--- src/rtl/bp_cce_dir_lookup_seq.sv ---
// bp_cce_dir_lookup_seq
//   Sequences a directory way-group lookup for the CCE. A lookup (way-group,
//   tag) is accepted in IDLE, the directory RAM is then read one row per
//   cycle, and every entry of every LCE is tag-compared. The per-LCE hit, way
//   and coherence-state results are consolidated into vectors that are held
//   in DONE until the consumer acknowledges them with sharers_yumi_i.
//
//   Ports
//     clk_i, reset_i          clock, synchronous active-low reset
//     lkup_v_i/lkup_ready_o   lookup handshake (wg, tag)
//     ram_v_o/ram_addr_o      directory RAM read, address {wg, row}
//     ram_data_i              row data, valid the cycle after ram_v_o
//     sharers_*_o             consolidated result, valid with sharers_v_o
//     sharers_yumi_i          consumer takes the result
//     multihit_o              sticky multi-hit error flag
//
//   Handshakes: a lookup transfers on a cycle where lkup_v_i & lkup_ready_o;
//   the result transfers on a cycle where sharers_v_o & sharers_yumi_i. The
//   requester holds lkup_v_i until it transfers; valid/yumi outside those
//   states are ignored.
//
//   Optional feature: define BP_CCE_DIR_MULTIHIT_CHECK_EN to build the
//   multi-hit checker; otherwise multihit_o is tied to 0.

`ifndef BP_COH_BITS
`define BP_COH_BITS 3
`endif

module bp_cce_dir_lookup_seq #(
  parameter int num_lce_p     = 8,
  parameter int lce_assoc_p   = 8,
  parameter int lce_per_row_p = 2,
  parameter int tag_width_p   = 28,
  parameter int wg_width_p    = 6,
  localparam int rows_lp      = num_lce_p / lce_per_row_p,
  localparam int lg_rows_lp   = (rows_lp > 1) ? $clog2(rows_lp) : 1,
  localparam int lg_assoc_lp  = (lce_assoc_p > 1) ? $clog2(lce_assoc_p) : 1,
  localparam int coh_bits_lp  = `BP_COH_BITS,
  localparam int entry_lp     = tag_width_p + coh_bits_lp,
  localparam int row_width_lp = lce_per_row_p * lce_assoc_p * entry_lp
) (
  input  logic                                 clk_i,
  input  logic                                 reset_i,
  input  logic                                 lkup_v_i,
  output logic                                 lkup_ready_o,
  input  logic [wg_width_p-1:0]                lkup_wg_i,
  input  logic [tag_width_p-1:0]               lkup_tag_i,
  output logic                                 ram_v_o,
  output logic [wg_width_p+lg_rows_lp-1:0]     ram_addr_o,
  input  logic [row_width_lp-1:0]              ram_data_i,
  output logic                                 sharers_v_o,
  output logic [num_lce_p-1:0]                 sharers_hits_o,
  output logic [num_lce_p*lg_assoc_lp-1:0]     sharers_ways_o,
  output logic [num_lce_p*coh_bits_lp-1:0]     sharers_coh_states_o,
  input  logic                                 sharers_yumi_i,
  output logic                                 multihit_o
);

  typedef enum logic [1:0] {
    e_idle = 2'd0,
    e_read = 2'd1,
    e_last = 2'd2,
    e_done = 2'd3
  } state_e;

  localparam logic [coh_bits_lp-1:0] coh_i_lp = '0;
  localparam logic [lg_rows_lp-1:0]  last_row_lp = lg_rows_lp'(rows_lp - 1);

  state_e                           state_q, state_d;
  logic [lg_rows_lp-1:0]            row_q, row_d;
  logic [wg_width_p-1:0]            wg_q, wg_d;
  logic [tag_width_p-1:0]           tag_q, tag_d;
  logic [num_lce_p-1:0]             hits_q, hits_d;
  logic [num_lce_p*lg_assoc_lp-1:0] ways_q, ways_d;
  logic [num_lce_p*coh_bits_lp-1:0] states_q, states_d;

  // Row currently being consumed from ram_data_i (one cycle behind row_q).
  logic                  proc_v;
  logic [lg_rows_lp-1:0] proc_row;

  // Per-LCE compare results for the row on ram_data_i.
  logic [lce_per_row_p-1:0]                  row_hit;
  logic [lce_per_row_p-1:0][lg_assoc_lp-1:0] row_way;
  logic [lce_per_row_p-1:0][coh_bits_lp-1:0] row_state;
`ifdef BP_CCE_DIR_MULTIHIT_CHECK_EN
  logic                                      row_multi;
`endif

  // Tag compare: ascending scan so the first (lowest) hitting way wins.
  always_comb begin
    logic [entry_lp-1:0] ent;
    row_hit   = '0;
    row_way   = '0;
    row_state = '0;
    ent       = '0;
`ifdef BP_CCE_DIR_MULTIHIT_CHECK_EN
    row_multi = 1'b0;
`endif
    for (int l = 0; l < lce_per_row_p; l++) begin
      for (int e = 0; e < lce_assoc_p; e++) begin
        ent = ram_data_i[(l*lce_assoc_p+e)*entry_lp +: entry_lp];
        if ((ent[entry_lp-1 -: tag_width_p] == tag_q) &&
            (ent[coh_bits_lp-1:0] != coh_i_lp)) begin
          if (!row_hit[l]) begin
            row_way[l]   = lg_assoc_lp'(e);
            row_state[l] = ent[coh_bits_lp-1:0];
          end
`ifdef BP_CCE_DIR_MULTIHIT_CHECK_EN
          else begin
            row_multi = 1'b1;
          end
`endif
          row_hit[l] = 1'b1;
        end
      end
    end
  end

  // Next-state and accumulator update.
  always_comb begin
    state_d  = state_q;
    row_d    = row_q;
    wg_d     = wg_q;
    tag_d    = tag_q;
    hits_d   = hits_q;
    ways_d   = ways_q;
    states_d = states_q;
    proc_v   = 1'b0;
    proc_row = '0;

    unique case (state_q)
      e_idle: begin
        if (lkup_v_i) begin
          wg_d     = lkup_wg_i;
          tag_d    = lkup_tag_i;
          hits_d   = '0;
          ways_d   = '0;
          states_d = '0;
          row_d    = '0;
          state_d  = e_read;
        end
      end
      e_read: begin
        // Data for row r-1 arrives while row r is being addressed.
        proc_v   = (row_q != '0);
        proc_row = row_q - 1'b1;
        if (row_q == last_row_lp) begin
          state_d = e_last;
        end else begin
          row_d = row_q + 1'b1;
        end
      end
      e_last: begin
        proc_v   = 1'b1;
        proc_row = row_q;
        state_d  = e_done;
      end
      e_done: begin
        if (sharers_yumi_i) begin
          row_d   = '0;
          state_d = e_idle;
        end
      end
      default: state_d = e_idle;
    endcase

    for (int g = 0; g < num_lce_p; g++) begin
      if (proc_v && (proc_row == lg_rows_lp'(g / lce_per_row_p))) begin
        hits_d[g]                             = row_hit[g % lce_per_row_p];
        ways_d[g*lg_assoc_lp +: lg_assoc_lp]  = row_way[g % lce_per_row_p];
        states_d[g*coh_bits_lp +: coh_bits_lp] = row_state[g % lce_per_row_p];
      end
    end
  end

  always_ff @(posedge clk_i) begin
    if (!reset_i) begin
      state_q  <= e_idle;
      row_q    <= '0;
      wg_q     <= '0;
      tag_q    <= '0;
      hits_q   <= '0;
      ways_q   <= '0;
      states_q <= '0;
    end else begin
      state_q  <= state_d;
      row_q    <= row_d;
      wg_q     <= wg_d;
      tag_q    <= tag_d;
      hits_q   <= hits_d;
      ways_q   <= ways_d;
      states_q <= states_d;
    end
  end

`ifdef BP_CCE_DIR_MULTIHIT_CHECK_EN
  logic multihit_q;
  always_ff @(posedge clk_i) begin
    if (!reset_i) begin
      multihit_q <= 1'b0;
    end else if (proc_v && row_multi) begin
      multihit_q <= 1'b1;
    end
  end
  assign multihit_o = reset_i & multihit_q;
`else
  assign multihit_o = 1'b0;
`endif

  // Control outputs are forced low while reset is asserted.
  assign lkup_ready_o         = reset_i & (state_q == e_idle);
  assign ram_v_o              = reset_i & (state_q == e_read);
  assign ram_addr_o           = {wg_q, row_q};
  assign sharers_v_o          = reset_i & (state_q == e_done);
  assign sharers_hits_o       = hits_q;
  assign sharers_ways_o       = ways_q;
  assign sharers_coh_states_o = states_q;

endmodule

--- config.mk ---
export PLATFORM = sky130hd
export DESIGN_NAME = bp_cce_dir_lookup_seq
export DESIGN_NICKNAME = d
export VERILOG_FILES = /design/src/rtl/bp_cce_dir_lookup_seq.sv
export SDC_FILE = /design/constraint.sdc
export NUM_CORES = 1
export LEC_CHECK = 0
export ABC_AREA = 0
export BUFFER_PORTS_ARGS = -buffer_cell sky130_fd_sc_hd__buf_2
export CORE_AREA = 2 2 232 234
export DETAILED_ROUTE_END_ITERATION = 10
export DIE_AREA = 0 0 234 236
export PLACE_DENSITY_LB_ADDON = 0.1
export SLEW_MARGIN = 20
export SYNTH_ARGS = -nofsm -noshare
export SYNTH_HDL_FRONTEND = slang
export SYNTH_SLANG_ARGS = --single-unit
--- constraint.sdc ---
create_clock -name clk_i -period 3.4 [get_ports clk_i]
set_input_delay 0.17 -clock clk_i [delete_from_list [all_inputs] [get_ports clk_i]]
set_output_delay 0.17 -clock clk_i [all_outputs]
set_load 0.02 [all_outputs]
==> impl_metrics.yaml, run 1 <==
status:
  status: "completed"
route:
  top_layer: "met5"
  met1_length_mm: 30.4
  wirelength_mm: 71.6
  wl_met3_mm: 3.98
  vias: 12200
  drtAntennaViolNets: 0
  via_per_inst: 4.70
  wl_per_cell_um: 27.5
  drc: 0
  route.met2.wl_mm: 35.7
  drt_pass1_iterations: 6
  drtIter0Drc: 762
yosys:
  netlist_instances: 1265
  syn_area_um2: 10200
  synth_warnings: 0
  ys_seq_elements: 94
  ys.flop_type: "dfxtp_1"
  synth_nets: 1806
  seq_area_frac_synth: 0.184
  synth_edf_count: 0
  async_flop_share: 0
  syn-mean-instance-area_um2: 8.10
  synth_cell_types: 79
placement:
  dp_hpwl_mm: 60.4
  port_buffers: 600
  gp_congestion: 0.910
clock_network:
  clkTransAtPathRegs_ns: 0.08
  cts_tree: "done"
  cts_buffers: 9
  root_buffer: "clkbuf_16"
  htree_levels: 3
  cts_max_path_buffers: 2
  worstSkewPairLatency_ns: 0.38
  cts_sinks: 94
worst_hold_path:
  worstHoldStart: "lkup_tag_i[21]"
  min_path_type: "primary input to flop"
  hold-path-endpoint: "tag_q[21]"
  hold_path_depth: 3
floorplanning:
  dieHeight_um: 236
  start_util: 0.193
  io_pins: 602
  core_region_area_um2: 53100
  num_rows: 85
  fp.dieW_um: 234
  fp.dieArea_um2: 55200
pwr:
  clock_power_share: 0.201
  powerDensity_nw_per_um2: 400
  swShare: 0.466
  seq_power_share: 0.224
  vdd_drop_max_uv: 579
  leakage_nw: 7.22
  power.switching_mw: 2.77
  p_int_mw: 3.18
  power.share.combinational: 0.575
  power_mw: 5.95
worst_setup_path:
  cp-start-kind: "flop"
  ff2ff_path_depth: 11
  arrival_ns: 3.55
  cp.required_ns: 3.67
  worstPathCellList: "buf_6 -> xor2_1 -> nor4_1 -> nand4_1 -> nor2_2 -> buf_4 -> nor4b_4 -> buf_4 -> nand3_2 -> o211a_2 -> a32o_1"
  setup.worst_path.class: "flop to flop"
  critPathBufInv: 3
  reg2reg_to: "sharers_coh_states_o[18]"
  path_delay_family: "simple AND/OR/NAND/NOR gates"
  reg2reg_slack_ns: 0.12
  path_max_fanout: 15
  crit_cells: 11
  slowest_stage: "dfxtp_1"
  cp-end-kind: "flop"
  r2r-start: "tag_q[8]"
  crit_path_frequent_cell: "buf_4"
  cpPeakStageDelay_ns: 0.48
global_route:
  antenna_found_initial: 18
  grt_pass1_wl_mm: 96.9
  grt_pass1_vias: 12700
  overflow: 0
  track_usage: 0.251
  grt_max_degree: 48
final_layout:
  drive_gt1_frac: 0.396
  layout.cells.most_common_list: "600 x buf_2, 320 x xor2_1, 125 x xnor2_1, 110 x nand2_1, 91 x dfxtp_1"
  nFillCells: 5899
  fin_nets: 2430
  layout_commonest_cell: "buf_2"
  multi_input_area_um2: 7660
  seqCellArea_um2: 1890
  area_growth_syn_to_layout_pct: 45.1
sta:
  max_freq_mhz: 305
  fin_crit_sh: 0.965
  tightest_slew_ns: 0.876
  tns_ns: 0
  drv_slew: 0
  fin_crit_ns: 3.28
  skew_ns: 0.0128
  slew_headroom: 0.412
  hold_viol_final: 0
  rsz0062_at_grt: "false"
  setup_viol: 0
flow_run:
  max_cap_violations: 0
## worst reg2reg max path, stage by stage, from the launching register on
cell	delay, ns
dfxtp_1	0.48
buf_6	0.28
xor2_1	0.34
nor4_1	0.12
nand4_1	0.25
nor2_2	0.13
buf_4	0.18
nor4b_4	0.37
buf_4	0.26
nand3_2	0.16
o211a_2	0.35
a32o_1	0.27
## timing repair
action                                 CTS  global route
endpoints found under the hold margin    7             0
pin swaps                                0             1
hold buffers                             7             0
cloned                                   0             0
setup endpoints to repair               32            19
setup buffers                            0             1
gates resized for setup                  3             3
## routing by layer
layer  global-route usage  vias up
li1                     -     5675
met1                0.307     5986
met2                0.449      471
met3               0.0440       70
met4               0.0610       10
met5                    0        -
## synthesized netlist by cell type, drive strengths merged (4+ instances only)
library cell | count | area [µm²]
a211oi | 8 | 60.1
a21oi | 51 | 255
a22oi | 4 | 30.0
a32o | 16 | 160
and2 | 14 | 87.6
and3 | 28 | 175
and3b | 4 | 35.0
buf | 65 | 547
clkbuf | 29 | 109
dfxtp | 94 | 1880
ha | 7 | 87.6
inv | 19 | 71.3
nand2 | 111 | 417
nand3 | 39 | 205
nand4 | 54 | 338
nor2 | 43 | 171
nor2b | 5 | 31.3
nor3 | 33 | 165
nor3b | 6 | 45.0
nor4 | 77 | 549
o21a | 10 | 75.1
o21ai | 17 | 85.1
o221ai | 4 | 35.0
o22ai | 6 | 37.5
o311ai | 5 | 43.8
o31ai | 5 | 37.5
o32a | 6 | 60.1
or2 | 4 | 25.0
or4 | 6 | 48.8
xnor2 | 125 | 1090
xor2 | 320 | 2800
## worst max-delay path by stage
stage / end / slack, ns / startpoint
final: sharers_coh_states_o[18] / 0.12 / tag_q[8]
after global routing: sharers_coh_states_o[18] / 0.005 / tag_q[8]
after CTS: sharers_coh_states_o[18] / 0.05 / tag_q[25]
after detailed placement: sharers_coh_states_o[15] / -0.35 / tag_q[5]
after global placement: sharers_coh_states_o[21] / -0.23 / tag_q[5]
after floorplan: sharers_coh_states_o[0] / 0.90 / tag_q[10]
## cell families (layout without fill, tap and decap cells)
family	Yosys count	count (layout)	share of synthesized area
buffers and inverters	114	743	0.0713
other	1	10	0.000366
multiplexers	2	2	0.00195
AO/OA/AOI/OAI	160	160	0.113
XOR/XNOR	445	445	0.381
AND/OR/NAND/NOR	442	442	0.240
adder cells (fa/ha/maj)	7	7	0.00855
flip-flops	94	94	0.184
## final cells by class
class	instances	share of cell area
tap	696	0.0586
clock inverter	7	0.00682
multi-input combinational	1057	0.516
antenna	9	0.00152
clock buffer	9	0.0152
timing repair buffer	707	0.270
sequential	94	0.127
inverter	20	0.00505
## registers in the layout, indices dropped and copies added, names as in the netlist
name and count:
state_q 2, row_q 2, sharers_hits_o 8, sharers_ways_o 24, tag_q 28, wg_q 6
sharers_coh_states_o 24
## per-stage QoR
| stage | instances | setup slack (ns) | hold slack, ns | instance area, µm² | utilization |
|---|---|---|---|---|---|
| floorplan | 1265 | 0.901 | 0.306 | 10200 | - |
| global placement | 2566 | -0.232 | 0.410 | 14400 | 0.271 |
| detailed placement | 2566 | -0.353 | 0.419 | 14400 | 0.271 |
| CTS | 2589 | 0.0544 | 0.00734 | 14800 | 0.279 |
| global route | 2598 | 0.00472 | 0.0299 | 14900 | 0.280 |
| finish | 2599 | 0.120 | 0.0305 | 14900 | 0.280 |
## power by group through the flow
stage               registers (mW)  clock network (mW)  logic, mW
detailed placement            1.36                   0       3.42
global placement              1.36                   0       3.43
CTS                           1.33                1.24       3.45
global route                  1.34                1.27       3.66
floorplan                     1.30                   0       1.99
finish                        1.33                1.19       3.42
Power figures use the tool's default switching activity.
==> run 2: changes to the inputs <==
Settings changed: CORE_AREA 2 2 232 234 to 2 2 236 238, DIE_AREA 0 0 234 236 to 0 0 238 240.
Clock period 3.4 ns to 2.8 ns, I/O delays scaled along.
==> run 2 against run 1 <==
  * The run now ends with setup timing left
  * Clock-buffer cell count rose by 1
  * Worst hold slack lost 0.015 ns
  * Via count up 4.8%
  * Setup slack worse by 0.25 ns
  * Highest routed layer unchanged
  * Clock skew barely moved
  * Cell count is 8.0% higher
  * First-iteration DRC count up 4.6%
  * Clock power up 17%
==> impl_metrics.yaml, run 2 (same netlist as run 1, synthesis figures left out) <==
status:
  status: "finished with violations"
  violations: "setup timing"
pwr:
  powerDensity_nw_per_um2: 457
  vdd_drop_max_uv: 590
  leakage_nw: 8.62
sta:
  drv_slew: 0
  skew_ns: 0.0124
  setup_viol: 32
  hold_viol_final: 0
  fin_crit_ns: 2.93
  tns_ns: -2.70
  fin_crit_sh: 1.05
  tightest_slew_ns: 0.737
  fin_ws_ns: -0.131
  slew_headroom: 0.509
  max_freq_mhz: 341
  rsz0062_at_grt: "true"
clock_network:
  root_buffer: "clkbuf_16"
  clkTransAtPathRegs_ns: 0.08
  worstSkewPairLatency_ns: 0.37
  cts_buffers: 9
  cts_sinks: 94
  htree_levels: 3
  cts_tree: "done"
  cts_max_path_buffers: 2
worst_setup_path:
  ff2ff_path_depth: 13
  setup.worst_path.class: "flop to flop"
  cp.required_ns: 3.04
  r2r-start: "tag_q[2]"
  crit_end: "sharers_coh_states_o[23]"
  startpoint: "tag_q[2]"
  cp-end-kind: "flop"
  reg2reg_slack_ns: -0.13
  reg2reg_to: "sharers_coh_states_o[23]"
  arrival_ns: 3.17
  cp-start-kind: "flop"
  path_max_fanout: 6
floorplanning:
  dieHeight_um: 240
  fp.dieArea_um2: 57100
  core_region_area_um2: 54700
  io_pins: 602
  fp.dieW_um: 238
  start_util: 0.187
  num_rows: 86
placement:
  dpl.cell_count: 2695
  dp_hpwl_mm: 60.9
  port_buffers: 600
  gp_congestion: 0.955
route:
  wirelength_mm: 73.1
  drtAntennaViolNets: 0
  vias: 12800
  drt_pass1_iterations: 5
  via_per_inst: 4.56
  wl_per_cell_um: 26.0
  drtIter0Drc: 797
  drc: 0
global_route:
  antenna_found_initial: 23
  overflow: 0
  grt_pass1_wl_mm: 98.6
  track_usage: 0.245
  grt_pass1_vias: 13300
  grt_max_degree: 62
final_layout:
  area_growth_syn_to_layout_pct: 74.8
  nFillCells: 5975
  largest_reg_flops: 28
  fin_cells: 2807
  layout.cells.most_common_list: "600 x buf_2, 300 x xor2_1, 194 x buf_4, 116 x xnor2_1, 102 x nand2_1"
  max_flop_register: "tag_q"
  drive_gt1_frac: 0.516
  layout_commonest_cell: "buf_2"
  fin_nets: 2623
flow_run:
  max_cap_violations: 0
worst_hold_path:
  min_path_type: "primary input to flop"
[run 2: final cells by class]
class / instances / area (µm²) / share of cell area
diodes: 16 / 40.0 / 0.00224
clock buffers: 10 / 239 / 0.0134
clock inverters: 6 / 73.8 / 0.00412
inverters: 20 / 77.6 / 0.00433
multi-input cells: 1057 / 8600 / 0.480
flip-flops and latches: 94 / 1930 / 0.108
well taps: 704 / 881 / 0.0492
repair buffers: 900 / 6050 / 0.338
[run 2: how the worst min path moves through the flow]
stage                              start        end  slack, ns  cells after the start
after floorplan            lkup_tag_i[4]   tag_q[4]       0.28                      2
after global placement      lkup_wg_i[3]    wg_q[3]       0.38                      3
after detailed placement    lkup_wg_i[5]    wg_q[5]       0.39                      3
after CTS                  lkup_tag_i[5]   tag_q[5]     0.0008                      3
after global routing      lkup_tag_i[12]  tag_q[12]       0.01                      3
final                     lkup_tag_i[12]  tag_q[12]       0.02                      3
[run 2: power by group]
group / internal (mW) / total [mW] / switching [mW]
combinational: 2.32 / 5.16 / 2.84
clock: 0.733 / 1.39 / 0.660
sequential: 1.47 / 1.63 / 0.153
[run 2: timing repair]
item                                    CTS  global route
buffers inserted                         28            42
resized for setup                       159           113
hold buffers                             15             0
pin swaps                                67            67
endpoints found under the setup margin   56            56
hold endpoints to repair                 15             0
[run 2: through the flow]
| step | instance area, µm² | power [mW] | hold WS, ns | util | worst slack [ns] |
|---|---|---|---|---|---|
| detailed placement | 15600 | 6.23 | 0.390 | 0.286 | -0.748 |
| finish | 17900 | 8.18 | 0.0156 | 0.327 | -0.131 |
| global placement | 15600 | 6.24 | 0.381 | 0.286 | -0.747 |
| CTS | 17000 | 7.98 | 0.000847 | 0.311 | -0.149 |
| global route | 17900 | 8.63 | 0.0133 | 0.327 | -0.247 |
| floorplan | 10200 | 4.00 | 0.276 | - | 0.301 |
[run 2: metal layers]
layer	vias to the layer above	GRT usage	part of all wire
li1	6064	-	-
met1	6211	0.297	0.42
met2	453	0.445	0.50
met3	64	0.0483	0.062
met4	4	0.0555	0.018
met5	-	0	0.00027
[run 2: worst max-delay path, stage by stage (launching register included)]
cell and delay (ns):
dfxtp_4 0.36, buf_12 0.15, buf_6 0.12, xor2_2 0.17
nor4_2 0.34, nand4_1 0.39, buf_4 0.29, nor2_4 0.08
buf_6 0.15, inv_4 0.04, or3_4 0.32, o211ai_1 0.09
buf_4 0.20, o311ai_1 0.11
